--- src/rtl/booth_mul8.sv ---
// Sequential 8x8 signed multiplier using radix-2 Booth recoding.
// One ADD/SHIFT pair per multiplier bit, then a one-cycle DONE pulse.
module booth_mul8 (
  input  logic        clk,
  input  logic        rst_b,
  input  logic        start,
  input  logic [7:0]  mcand,
  input  logic [7:0]  mplier,
  output logic        busy,
  output logic        done,
  output logic [15:0] product
);

  typedef enum logic [1:0] {IDLE, ADD, SHIFT, DONE} state_t;

  state_t      state;
  state_t      state_next;
  logic [8:0]  acc;
  logic [7:0]  q;
  logic        q_m1;
  logic [8:0]  m_ext;
  logic [2:0]  cnt;

  logic [8:0]  addend;
  logic        carry_in;
  logic [8:0]  sum;
  logic [8:0]  acc_add;
  logic [8:0]  acc_shift;
  logic [7:0]  q_shift;

  // One shared 9-bit adder: subtraction is ~M with carry-in set, carry-out dropped.
  always_comb begin
    addend    = q[0] ? ~m_ext : m_ext;
    carry_in  = q[0];
    sum       = acc + addend + {8'b0, carry_in};
    acc_add   = (q[0] ^ q_m1) ? sum : acc;
    acc_shift = {acc[8], acc[8:1]};
    q_shift   = {acc[0], q[7:1]};
  end

  always_comb begin
    state_next = state;
    case (state)
      IDLE:    if (start) state_next = ADD;
      ADD:     state_next = SHIFT;
      SHIFT:   state_next = (cnt == 3'd7) ? DONE : ADD;
      DONE:    state_next = IDLE;
      default: state_next = IDLE;
    endcase
  end

  always_ff @(posedge clk or negedge rst_b) begin
    if (!rst_b) state <= IDLE;
    else        state <= state_next;
  end

  always_ff @(posedge clk or negedge rst_b) begin
    if (!rst_b) begin
      acc     <= '0;
      q       <= '0;
      q_m1    <= 1'b0;
      m_ext   <= '0;
      cnt     <= '0;
      product <= '0;
    end else begin
      case (state)
        IDLE: begin
          if (start) begin
            acc   <= '0;
            q     <= mplier;
            q_m1  <= 1'b0;
            m_ext <= {mcand[7], mcand};
            cnt   <= '0;
          end
        end
        ADD: acc <= acc_add;
        SHIFT: begin
          acc  <= acc_shift;
          q    <= q_shift;
          q_m1 <= q[0];
          // The product is taken from the post-shift value on the last iteration.
          if (cnt == 3'd7) product <= {acc_shift[7:0], q_shift};
          else             cnt <= cnt + 3'd1;
        end
        default: ;
      endcase
    end
  end

  assign busy = (state == ADD) || (state == SHIFT);
  assign done = (state == DONE);

endmodule

--- config.mk ---
export PLATFORM = sky130hd
export DESIGN_NAME = booth_mul8
export DESIGN_NICKNAME = d
export VERILOG_FILES = /design/src/rtl/booth_mul8.sv
export SDC_FILE = /design/constraint.sdc
export NUM_CORES = 1
export LEC_CHECK = 0
export BUFFER_PORTS_ARGS = -buffer_cell sky130_fd_sc_hd__buf_2
export CORE_ASPECT_RATIO = 0.5
export CORE_MARGIN = 2
export CORE_UTILIZATION = 45
export CTS_BUF_LIST = sky130_fd_sc_hd__clkbuf_16
export CTS_CLUSTER_DIAMETER = 50
export DETAILED_ROUTE_END_ITERATION = 16
export GPL_TIMING_DRIVEN = 1
export MAX_ROUTING_LAYER = met4
export PLACE_DENSITY = 0.65
export SLEW_MARGIN = 20
export SYNTH_ARGS = -nofsm -noshare
export SYNTH_HDL_FRONTEND = slang
export SYNTH_SLANG_ARGS = --single-unit
--- constraint.sdc ---
create_clock -name clk -period 3.55 [get_ports clk]
set_input_delay 0.71 -clock clk [delete_from_list [all_inputs] [get_ports clk]]
set_output_delay 0.71 -clock clk [all_outputs]
set_load 0.02 [all_outputs]
==> reports/qor.yml, run 1 <==
floorplanning:
  start_util_pct: 46.61
  die_w_microns: 110.4
  die_y_microns: 57.22
  rows: 19
  ios: 37
  core_area_sq_mm: 0.005468
  die_area_sq_mm: 0.006318
clocking:
  cts-buffers-inserted: 5
  post_cts_buffers: 0
  insertion_delay_ps: 290
  clk_pin_slew_ps: 70
  tritoncts: "yes"
  cts_hold_buf: 0
  cts_sinks: 47
  htree_levels: 2
  cts_resized: 0
  cts.path.max_buffers: 2
  root_buffer: "clkbuf_16"
cells_and_area:
  finalNetCount: 307
  area_delta_synth_final_pct: 16.74
  drive_gt1_share_pct: 27.27
  diodes: 0
  post-route-util_pct: 54.42
  final_cells: 348
critical_path:
  timing.rr.start: "q[0]"
  start_kind: "flip-flop"
  critPathArrivalTime_ps: 2680
  path_buf_inv: 1
  slowest_delay_ps: 660
  slowest_stage: "dfrtp_1"
  rr_endpoint: "acc[6]"
  worstPathRequired_ps: 3720
  critPathTopFamily: "flip-flops"
  rrSetupSlack_ps: 1030
  critPathKind: "flip-flop to flip-flop"
  crit_cells: 8
  end_kind: "flip-flop"
  reg2reg_depth: 8
  crit_path_start: "q[0]"
  endpoint: "acc[6]"
  cp_max_fo: 10
  cp_cell_sequence: "xor2_1 > inv_1 > fa_1 > nand2b_1 > a211oi_1 > o21a_1 > o31ai_1 > mux2_1"
synth:
  synth_cell_types: 46
  synth_top_area_cell: "dfrtp_1"
  ys.flop_type: "dfrtp_1"
  netlist_top_cells_area: "dfrtp_1 46%, mux2_2 10%, ha_1 6.4%"
  synth_fp_nets: 273
  syn-instance-count: 240
  yosysSeqAreaShare_pct: 46.15
  netlist_area_sq_mm: 0.002549
  synth_top_area_share_pct: 46.15
  yosysWarningCount: 0
  synth_seq_cells: 47
  async_flop_share_pct: 100.0
  synth-edff-count: 0
  syn-mean-instance-area_sq_um: 10.62
worst_hold_path:
  min_path_type: "input port to async pin"
global_routing:
  grt_pass1_wl_microns: 8983
  grt_max_degree: 48
  grt-ovfl-total: 0
  antenna_found_initial: 0
  grtUsageTotal_pct: 18.16
  grt_pass1_vias: 1943
routing:
  viasPerCell: 5.626
  vias: 1958
  avgRoutedWirePerCell_microns: 14.75
  routed_wl_microns: 5134
  drtPass1Iterations: 4
  remaining_drc_errors: 0
  drt_iter0_drc: 105
  ant_nets: 0
placement:
  dp_cells: 340
  place_hpwl_microns: 3787
  io_buffers: 36
  routabilityCongestion: 0.9852
job:
  max_cap_viol_count: 0
power_and_ir_drop:
  power.total_w: 0.003097
  p_leak_nw: 1.317
  ir_drop_mv: 0.3942
  power_density_mw_per_mm2: 1041
sta:
  slew_headroom_pct: 50.82
  report.final.slew_viol_count: 0
  hold_viol: 0
  tightest_slew_ps: 735.9
  finalCritPeriodShare_pct: 70.90
  finalSetupTns_ps: 0
  rsz0062_at_grt: "no"
  setup_viol: 0
  fmax_mhz: 397.3
  hold_ws_ps: 418.6
  fin_skew_ps: 4.931
  layout_min_cycle_time_ps: 2517
outcome:
  outcome: "completed"
## sequential cells by signal, summed over array words and instances, names as in the netlist
| name | count |
|---|---|
| m_ext | 8 |
| product | 16 |
| cnt | 3 |
| q_m1 | 1 |
| q | 8 |
| acc | 9 |
| state | 2 |
## where the power goes
group	leakage (nW)	internal, W	total, W	switching (W)
clock network	0.0959	0.000408	0.000614	0.000205
logic	0.672	0.000646	0.00157	0.000923
registers	0.549	0.000729	0.000914	0.000185
## area by class of cell
| type | instances | area [sq um] |
|---|---|---|
| Clock buffer | 5 | 125.1 |
| Tap cell | 73 | 91.34 |
| Sequential cell | 47 | 1176 |
| Multi-Input combinational cell | 174 | 1291 |
| Timing Repair Buffer | 36 | 182.7 |
| Inverter | 10 | 37.54 |
| Clock inverter | 3 | 71.32 |
| Fill cell | 489 | 2492 |
## through the flow
stage | cell area (sq um) | setup WS [ps]
6_report | 2975 | 1033
5_1_grt | 2975 | 806.5
4_1_cts | 2973 | 1012
3_5_place_dp | 2776 | 1040
3_3_place_gp | 2776 | 1137
2_1_floorplan | 2549 | 1380
## cell usage after synthesis (4+ instances only)
cell and number:
dfrtp_1 47, mux2_2 23, nand2_1 23, a21oi_1 15, o22ai_1 15, ha_1 13
o21ai_0 11, inv_1 10, xor2_1 9, nand3_1 8, nor2_1 8, clkbuf_1 6
nand2b_1 4, o21ai_1 4
## placed cells by master, fill, tap and decap left out, drive strengths merged
| master | n |
|---|---|
| o211ai | 1 |
| nand3b | 1 |
| o31a | 2 |
| a22oi | 3 |
| o2111ai | 1 |
| mux2i | 4 |
| dfrtp | 47 |
| mux2 | 24 |
| inv | 11 |
| a31oi | 3 |
| clkbuf | 5 |
| o22ai | 15 |
| nor3 | 3 |
| ha | 13 |
| nor2 | 9 |
| bufinv | 2 |
| o21ai | 15 |
| a211oi | 2 |
| nor4 | 1 |
| nand3 | 8 |
| o21bai | 1 |
| a21oi | 15 |
| nand2b | 4 |
| fa | 1 |
| or2 | 1 |
| a311oi | 1 |
| buf | 36 |
| o32ai | 1 |
| nor4b | 1 |
| a32o | 1 |
| o221ai | 1 |
| nand2 | 23 |
| nor2b | 1 |
| xor2 | 10 |
| xnor2 | 1 |
| o31ai | 2 |
| or3 | 1 |
| and3 | 3 |
| o21a | 1 |
## logic make-up after synthesis
family,Yosys count,share of synthesized area [%]
AO/OA/AOI/OAI,65,16.15
AND/OR/NAND/NOR,56,10.95
flip-flops,47,46.15
multiplexers,28,12.32
buffers and inverters,19,3.191
adder cells (fa/ha/maj),14,7.168
XOR/XNOR,11,4.075
## worst min path at each step
stage / from / slack (ps) / endpoint / depth (start not counted)
after floorplan: rst_b / 410 / acc[0] / 0
after CTS: product[8] / 490 / product[8] / 2
after detailed placement: product[8] / 470 / product[8] / 2
after global placement: product[8] / 460 / product[8] / 2
final: rst_b / 420 / product[2] / 1
after global routing: rst_b / 470 / product[0] / 1
## metal layers
metal  share of wire (%)  track usage (%)  up-vias
li1                    -                -      947
met1                  47            23.15      963
met2                  48            30.24       42
met3                 4.3            3.826        6
met4                0.97            4.643        0
met5                   0                -        -
## worst reg2reg max path, stage by stage (launching register included)
cell	delay, ps
dfrtp_1	660
xor2_1	240
inv_1	80
fa_1	420
nand2b_1	210
a211oi_1	280
o21a_1	150
o31ai_1	60
mux2_1	290
No activity file was read; power rests on OpenSTA's default activity.
==> run 2, diff against run 1 <==
==> constraint.sdc (replaced) <==
create_clock -name clk -period 2.5 [get_ports clk]
set_input_delay 0.5 -clock clk [delete_from_list [all_inputs] [get_ports clk]]
set_output_delay 0.5 -clock clk [all_outputs]
set_load 0.02 [all_outputs]
==> reports/qor.yml, run 2 (same netlist as run 1, synthesis figures left out) <==
outcome:
  outcome: "completed"
sta:
  layout_min_cycle_time_ps: 2350  # -166.7 ps
  finalSetupTns_ps: 0  # unchanged
  slew_headroom_pct: 60.05  # +9.2 points
  setup_viol: 0  # unchanged
  report.final.slew_viol_count: 0  # unchanged
  finalCritPeriodShare_pct: 94.01  # +23 points
  hold_ws_ps: 298.1  # -120.5 ps
  fmax_mhz: 425.5  # +7.1%
  rsz0062_at_grt: "no"
  fin_skew_ps: 6.787  # +1.856 ps
  hold_viol: 0  # unchanged
  tightest_slew_ps: 599.3  # -136.6 ps
cells_and_area:
  regArea_sq_mm: 0.001176  # unchanged
  finalNetCount: 315  # +2.6%
  area_delta_synth_final_pct: 16.89
  top_regs: "product (16), acc (9)"
  multiInputGateArea_sq_mm: 0.001291  # unchanged
  n_fill_cell: 504  # +3.1%
  final_cell_mix: "47 x dfrtp_1, 36 x buf_2, 23 x nand2_1, 23 x mux2_2"
  diodes: 0  # unchanged
  top_register: "product"
  final_common_cell: "dfrtp_1"
  drive_gt1_share_pct: 28.98  # +1.7 points
  largest_reg_flops: 16  # unchanged
clocking:
  clk_pin_slew_ps: 70  # about the same
  root_buffer: "clkbuf_16"
  cts_resized: 0  # unchanged
  cts_sinks: 47  # unchanged
  cts_hold_buf: 0  # unchanged
  cts-buffers-inserted: 5  # unchanged
  tritoncts: "yes"
  insertion_delay_ps: 290  # about the same
  post_cts_buffers: 0  # unchanged
  cts.path.max_buffers: 2  # unchanged
  htree_levels: 2  # unchanged
placement:
  place_hpwl_microns: 3893  # +2.8%
  io_buffers: 36  # unchanged
  routabilityCongestion: 0.9207  # -6.5%
routing:
  vias: 1981  # +1.2%
  routed_wl_microns: 5375  # +4.7%
  drt_iter0_drc: 85  # -19%
  remaining_drc_errors: 0  # unchanged
  ant_nets: 0  # unchanged
  avgRoutedWirePerCell_microns: 15.10  # +2.3%
  drtPass1Iterations: 4  # unchanged
  viasPerCell: 5.565  # -1.1%
power_and_ir_drop:
  pwr-share-seq_pct: 30.2  # +0.7 points
  power.net_switching_w: 0.001886  # +44%
  power_density_mw_per_mm2: 1426  # +37%
  p_sw_share_pct: 44.40  # +2.0 points
  combPwrFrac_pct: 54.3  # +3.6 points
  pwr-share-clk_pct: 15.6  # -4.2 points
  p_leak_nw: 1.328  # +0.82%
  ir_drop_mv: 0.4743  # +20%
  power.internal_w: 0.002362  # +32%
critical_path:
  reg2reg_depth: 8  # unchanged
  critPathArrivalTime_ps: 2520  # -160 ps
  end_kind: "flip-flop"
  rrSetupSlack_ps: 150  # -880 ps
  start_kind: "flip-flop"
  cp_max_fo: 5  # -5
  critPathKind: "flip-flop to flip-flop"
  worstPathRequired_ps: 2670  # -1050 ps
global_routing:
  grt_pass1_wl_microns: 9190  # +2.3%
  grt_max_degree: 48  # unchanged
  antenna_found_initial: 0  # unchanged
  grt_pass1_vias: 1997  # +2.8%
  grtUsageTotal_pct: 18.81  # +0.65 points
  grt-ovfl-total: 0  # unchanged
floorplanning:
  die_w_microns: 110.4  # unchanged
  start_util_pct: 46.61  # unchanged
  die_area_sq_mm: 0.006318  # unchanged
  ios: 37  # unchanged
  die_y_microns: 57.22  # unchanged
  rows: 19  # unchanged
  core_area_sq_mm: 0.005468  # unchanged
job:
  max_cap_viol_count: 0  # unchanged
worst_hold_path:
  min_path_type: "input port to async pin"
-- run 2: cell types whose count changed in the layout (fill, tap and decap cells not counted), sizes merged --
cell	previous run	this run
clkinv	0	2
buf	36	44
bufinv	2	0
-- run 2: layout make-up --
cell class              count  area share, %
repair buffers             44          8.064
multi-input cells         174          43.34
clock buffers               5          4.200
clock inverters             3         0.5880
well taps                  73          3.066
inverters                  10          1.260
flip-flops and latches     47          39.48
-- run 2: critical path: stages, from the launching register on --
cell and delay [ps]:
dfrtp_1 480, xor2_1 240, inv_1 90, fa_1 420
nand2b_1 190, a211oi_1 280, o21a_1 160, o31ai_1 70
mux2_1 300
-- run 2: power by group through the flow --
| stage | logic (W) | registers (W) | clock network, W |
|---|---|---|---|
| finish | 0.00231 | 0.00128 | 0.000661 |
| detailed placement | 0.00228 | 0.00130 | 0 |
| CTS | 0.00230 | 0.00128 | 0.000680 |
| global placement | 0.00221 | 0.00129 | 0 |
| floorplan | 0.00176 | 0.00127 | 0 |
| global route | 0.00256 | 0.00132 | 0.000714 |
-- run 2: per-stage QoR --
| step | power, W | util, % | instances | instance area [sq um] | worst slack [ps] |
|---|---|---|---|---|---|
| final | 0.004249 | 54.49 | 356 | 2979 | 149.8 |
| after global routing | 0.004595 | 54.49 | 356 | 2979 | 5.140 |
| after CTS | 0.004267 | 54.49 | 356 | 2979 | 138.7 |
| after detailed placement | 0.003580 | 51.88 | 348 | 2836 | 178.3 |
| after global placement | 0.003498 | 51.88 | 348 | 2836 | 275.7 |
| after floorplan | 0.003036 | - | 240 | 2549 | 329.5 |
-- run 2: worst paths after layout --
kind	start	end
min	rst_b	q[5]
max	q[0]	acc[6]
max in group asynchronous	rst_b	m_ext[7]
max reg2reg	q[0]	acc[6]
min reg2reg	product[8]	product[8]
min in group clk	mcand[1]	m_ext[1]
-- run 2: per-layer routing --
metal / share of wire (%) / global-route usage [%] / vias up
li1: - / - / 959
met1: 48 / 23.27 / 975
met2: 47 / 30.59 / 42
met3: 3.4 / 5.739 / 5
met4: 1.0 / 5.179 / 0
met5: 0 / - / -
==> run 3, diff against run 2 <==
--- a/config.mk
+++ b/config.mk
@@ -5,6 +5,7 @@
 export SDC_FILE = /design/constraint.sdc
 export NUM_CORES = 1
 export LEC_CHECK = 0
+export ABC_AREA = 1
 export BUFFER_PORTS_ARGS = -buffer_cell sky130_fd_sc_hd__buf_2
 export CORE_ASPECT_RATIO = 0.5
 export CORE_MARGIN = 2
==> reports/qor.yml, run 3 <==
outcome:
  outcome: "completed"
routing:
  routed_wl_microns: 5189  # -3.5%
  drt_iter0_drc: 146  # +72%
  ant_nets: 0  # unchanged
  drtPass1Iterations: 4  # unchanged
  avgRoutedWirePerCell_microns: 12.84  # -15%
  vias: 2003  # +1.1%
  viasPerCell: 4.958  # -11%
  remaining_drc_errors: 0  # unchanged
synth:
  synth_top_area_cell: "dfrtp_1"
  syn-mean-instance-area_sq_um: 8.784  # -17%
  ys.flop_type: "dfrtp_1"
  netlist_area_sq_mm: 0.002539  # -0.39%
  synth_fp_nets: 322  # +18%
  synth_seq_cells: 47  # unchanged
  synth.most_common_cell: "nand2_1"
  synth_top_area_share_pct: 46.33  # +0.18 points
  synth_cell_types: 33  # -28%
  yosysWarningCount: 0  # unchanged
  synth-edff-count: 0  # unchanged
  synthTopCellsByCount: "84 x nand2_1, 47 x dfrtp_1, 31 x inv_1"
  async_flop_share_pct: 100.0  # unchanged
  syn-instance-count: 289  # +20%
  yosysSeqAreaShare_pct: 46.33  # +0.18 points
  netlist_top_cells_area: "dfrtp_1 46%, nand2_1 12%, ha_1 6.4%"
clocking:
  clk_pin_slew_ps: 60  # about the same
  cts_sinks: 47  # unchanged
  htree_levels: 2  # unchanged
  root_buffer: "clkbuf_16"
  cts_resized: 0  # unchanged
  tritoncts: "yes"
  post_cts_buffers: 0  # unchanged
  cts.path.max_buffers: 2  # unchanged
  cts-buffers-inserted: 5  # unchanged
  insertion_delay_ps: 290  # about the same
  cts_hold_buf: 0  # unchanged
sta:
  hold_viol: 0  # unchanged
  finalCritPeriodShare_pct: 83.80  # -10 points
  fmax_mhz: 477.3  # +12%
  layout_min_cycle_time_ps: 2095  # -255.1 ps
  finalSetupTns_ps: 0  # unchanged
  fin_skew_ps: 2.765  # -4.022 ps
  tightest_slew_ps: 593.3  # -5.930 ps
  setup_viol: 0  # unchanged
  report.final.slew_viol_count: 0  # unchanged
  rsz0062_at_grt: "no"
  slew_headroom_pct: 60.44  # +0.40 points
global_routing:
  grt_max_degree: 48  # unchanged
  grt_pass1_vias: 1917  # -4.0%
  grt_pass1_wl_microns: 9190  # unchanged
  grtUsageTotal_pct: 19.98  # +1.2 points
  antenna_found_initial: 0  # unchanged
  grt-ovfl-total: 0  # unchanged
critical_path:
  timing.rr.start: "q[0]"
  rr_endpoint: "acc[5]"
  start_kind: "flip-flop"
  reg2reg_depth: 12  # +4
  critPathKind: "flip-flop to flip-flop"
  critPathArrivalTime_ps: 2320  # -200 ps
  rrSetupSlack_ps: 400  # +260 ps
  cp_max_fo: 6  # +1
  worstPathRequired_ps: 2730  # +60 ps
  end_kind: "flip-flop"
power_and_ir_drop:
  p_leak_nw: 1.541  # +16%
  power.total_w: 0.003985  # -6.2%
  power_density_mw_per_mm2: 1349  # -5.4%
  ir_drop_mv: 0.5687  # +20%
cells_and_area:
  final_cell_mix: "84 x nand2_1, 47 x dfrtp_1, 36 x buf_2, 32 x inv_1, 29 x o21ai_0"
  area_delta_synth_final_pct: 16.36
  diodes: 0  # unchanged
  top_regs: "product (16), acc (9)"
  stdcell_area_sq_mm: 0.002954  # -0.84%
  drive_gt1_share_pct: 20.54  # -8.4 points
  top_register: "product"
  final_cells: 404  # +13%
  finalNetCount: 363  # +15%
  largest_reg_flops: 16  # unchanged
  final_common_cell: "nand2_1"
floorplanning:
  die_w_microns: 110.2  # -0.19%
  core_area_sq_mm: 0.005468  # unchanged
  rows: 19  # unchanged
  die_area_sq_mm: 0.006295  # -0.37%
  start_util_pct: 46.43  # -0.18 points
  die_y_microns: 57.11  # -0.18%
  ios: 37  # unchanged
placement:
  dp_cells: 396  # +14%
  place_hpwl_microns: 3760  # -3.4%
  placed_area_sq_mm: 0.002813  # -0.84%
  io_buffers: 36  # unchanged
  routabilityCongestion: 0.9317  # +1.2%
worst_hold_path:
  min_path_type: "input port to async pin"
job:
  max_cap_viol_count: 0  # unchanged
==> run 3: how the worst max path moves through the flow <==
stage / end / depth (start not counted) / startpoint / slack [ps]
finish: acc[5] / 12 / q[0] / 400
global route: acc[5] / 12 / q[0] / 60
CTS: acc[5] / 11 / q[0] / 410
detailed placement: acc[5] / 11 / q[0] / 480
global placement: acc[8] / 10 / q[0] / 550
floorplan: acc[6] / 12 / q[0] / 670
==> run 3: stage by stage <==
step                setup WS (ps)  utilization, %  hold WS [ps]
floorplan                   673.8               -         204.4
global route                59.15           54.03         370.4
finish                      404.9           54.03         294.0
global placement            548.0           51.44         459.6
CTS                         406.2           54.03         320.8
detailed placement          484.7           51.44         466.5
==> run 3: critical path, cell delays in order, from the launching register on <==
cell and delay, ps:
dfrtp_1 490, buf_4 240, xor2_1 180, ha_1 310
a21oi_1 220, nand2_1 140, nand2_1 110, nand2_1 50
nand2_1 60, nand3_1 70, nand2_1 70, nand2_1 40
nand2_1 50
==> run 3: logic make-up after synthesis <==
logic type,Yosys count,share of synthesized area [%]
AOI/OAI and AO/OA,57,12.86
xor gates and xnor gates,10,4.485
adders and majority gates,14,7.196
buffers and inverters,41,6.506
DFF,47,46.33
muxes,7,3.105
and+or+nand+nor,113,19.52
==> run 3: power breakdown <==
part | total (W) | internal, W | switching (W)
Clock | 0.000648 | 0.000365 | 0.000282
Combinational | 0.00215 | 0.000806 | 0.00134
Sequential | 0.00119 | 0.00102 | 0.000173
==> run 3: area by class of cell <==
class	count	area, sq um
Fill cell	529	2514
Multi-Input combinational cell	201	1197
Sequential cell	47	1176
Timing Repair Buffer	41	217.7
Inverter	34	130.1
Clock buffer	5	125.1
Tap cell	73	91.34
Clock inverter	3	16.27
==> run 3: metal layers <==
metal  part of all wire [%]  vias up  global-route usage, %
li1                       -     1021                      -
met1                     47      928                  27.73
met2                     45       47                  29.27
met3                    6.0        7                  4.229
met4                    1.6        0                  6.786
met5                      0        -                      -
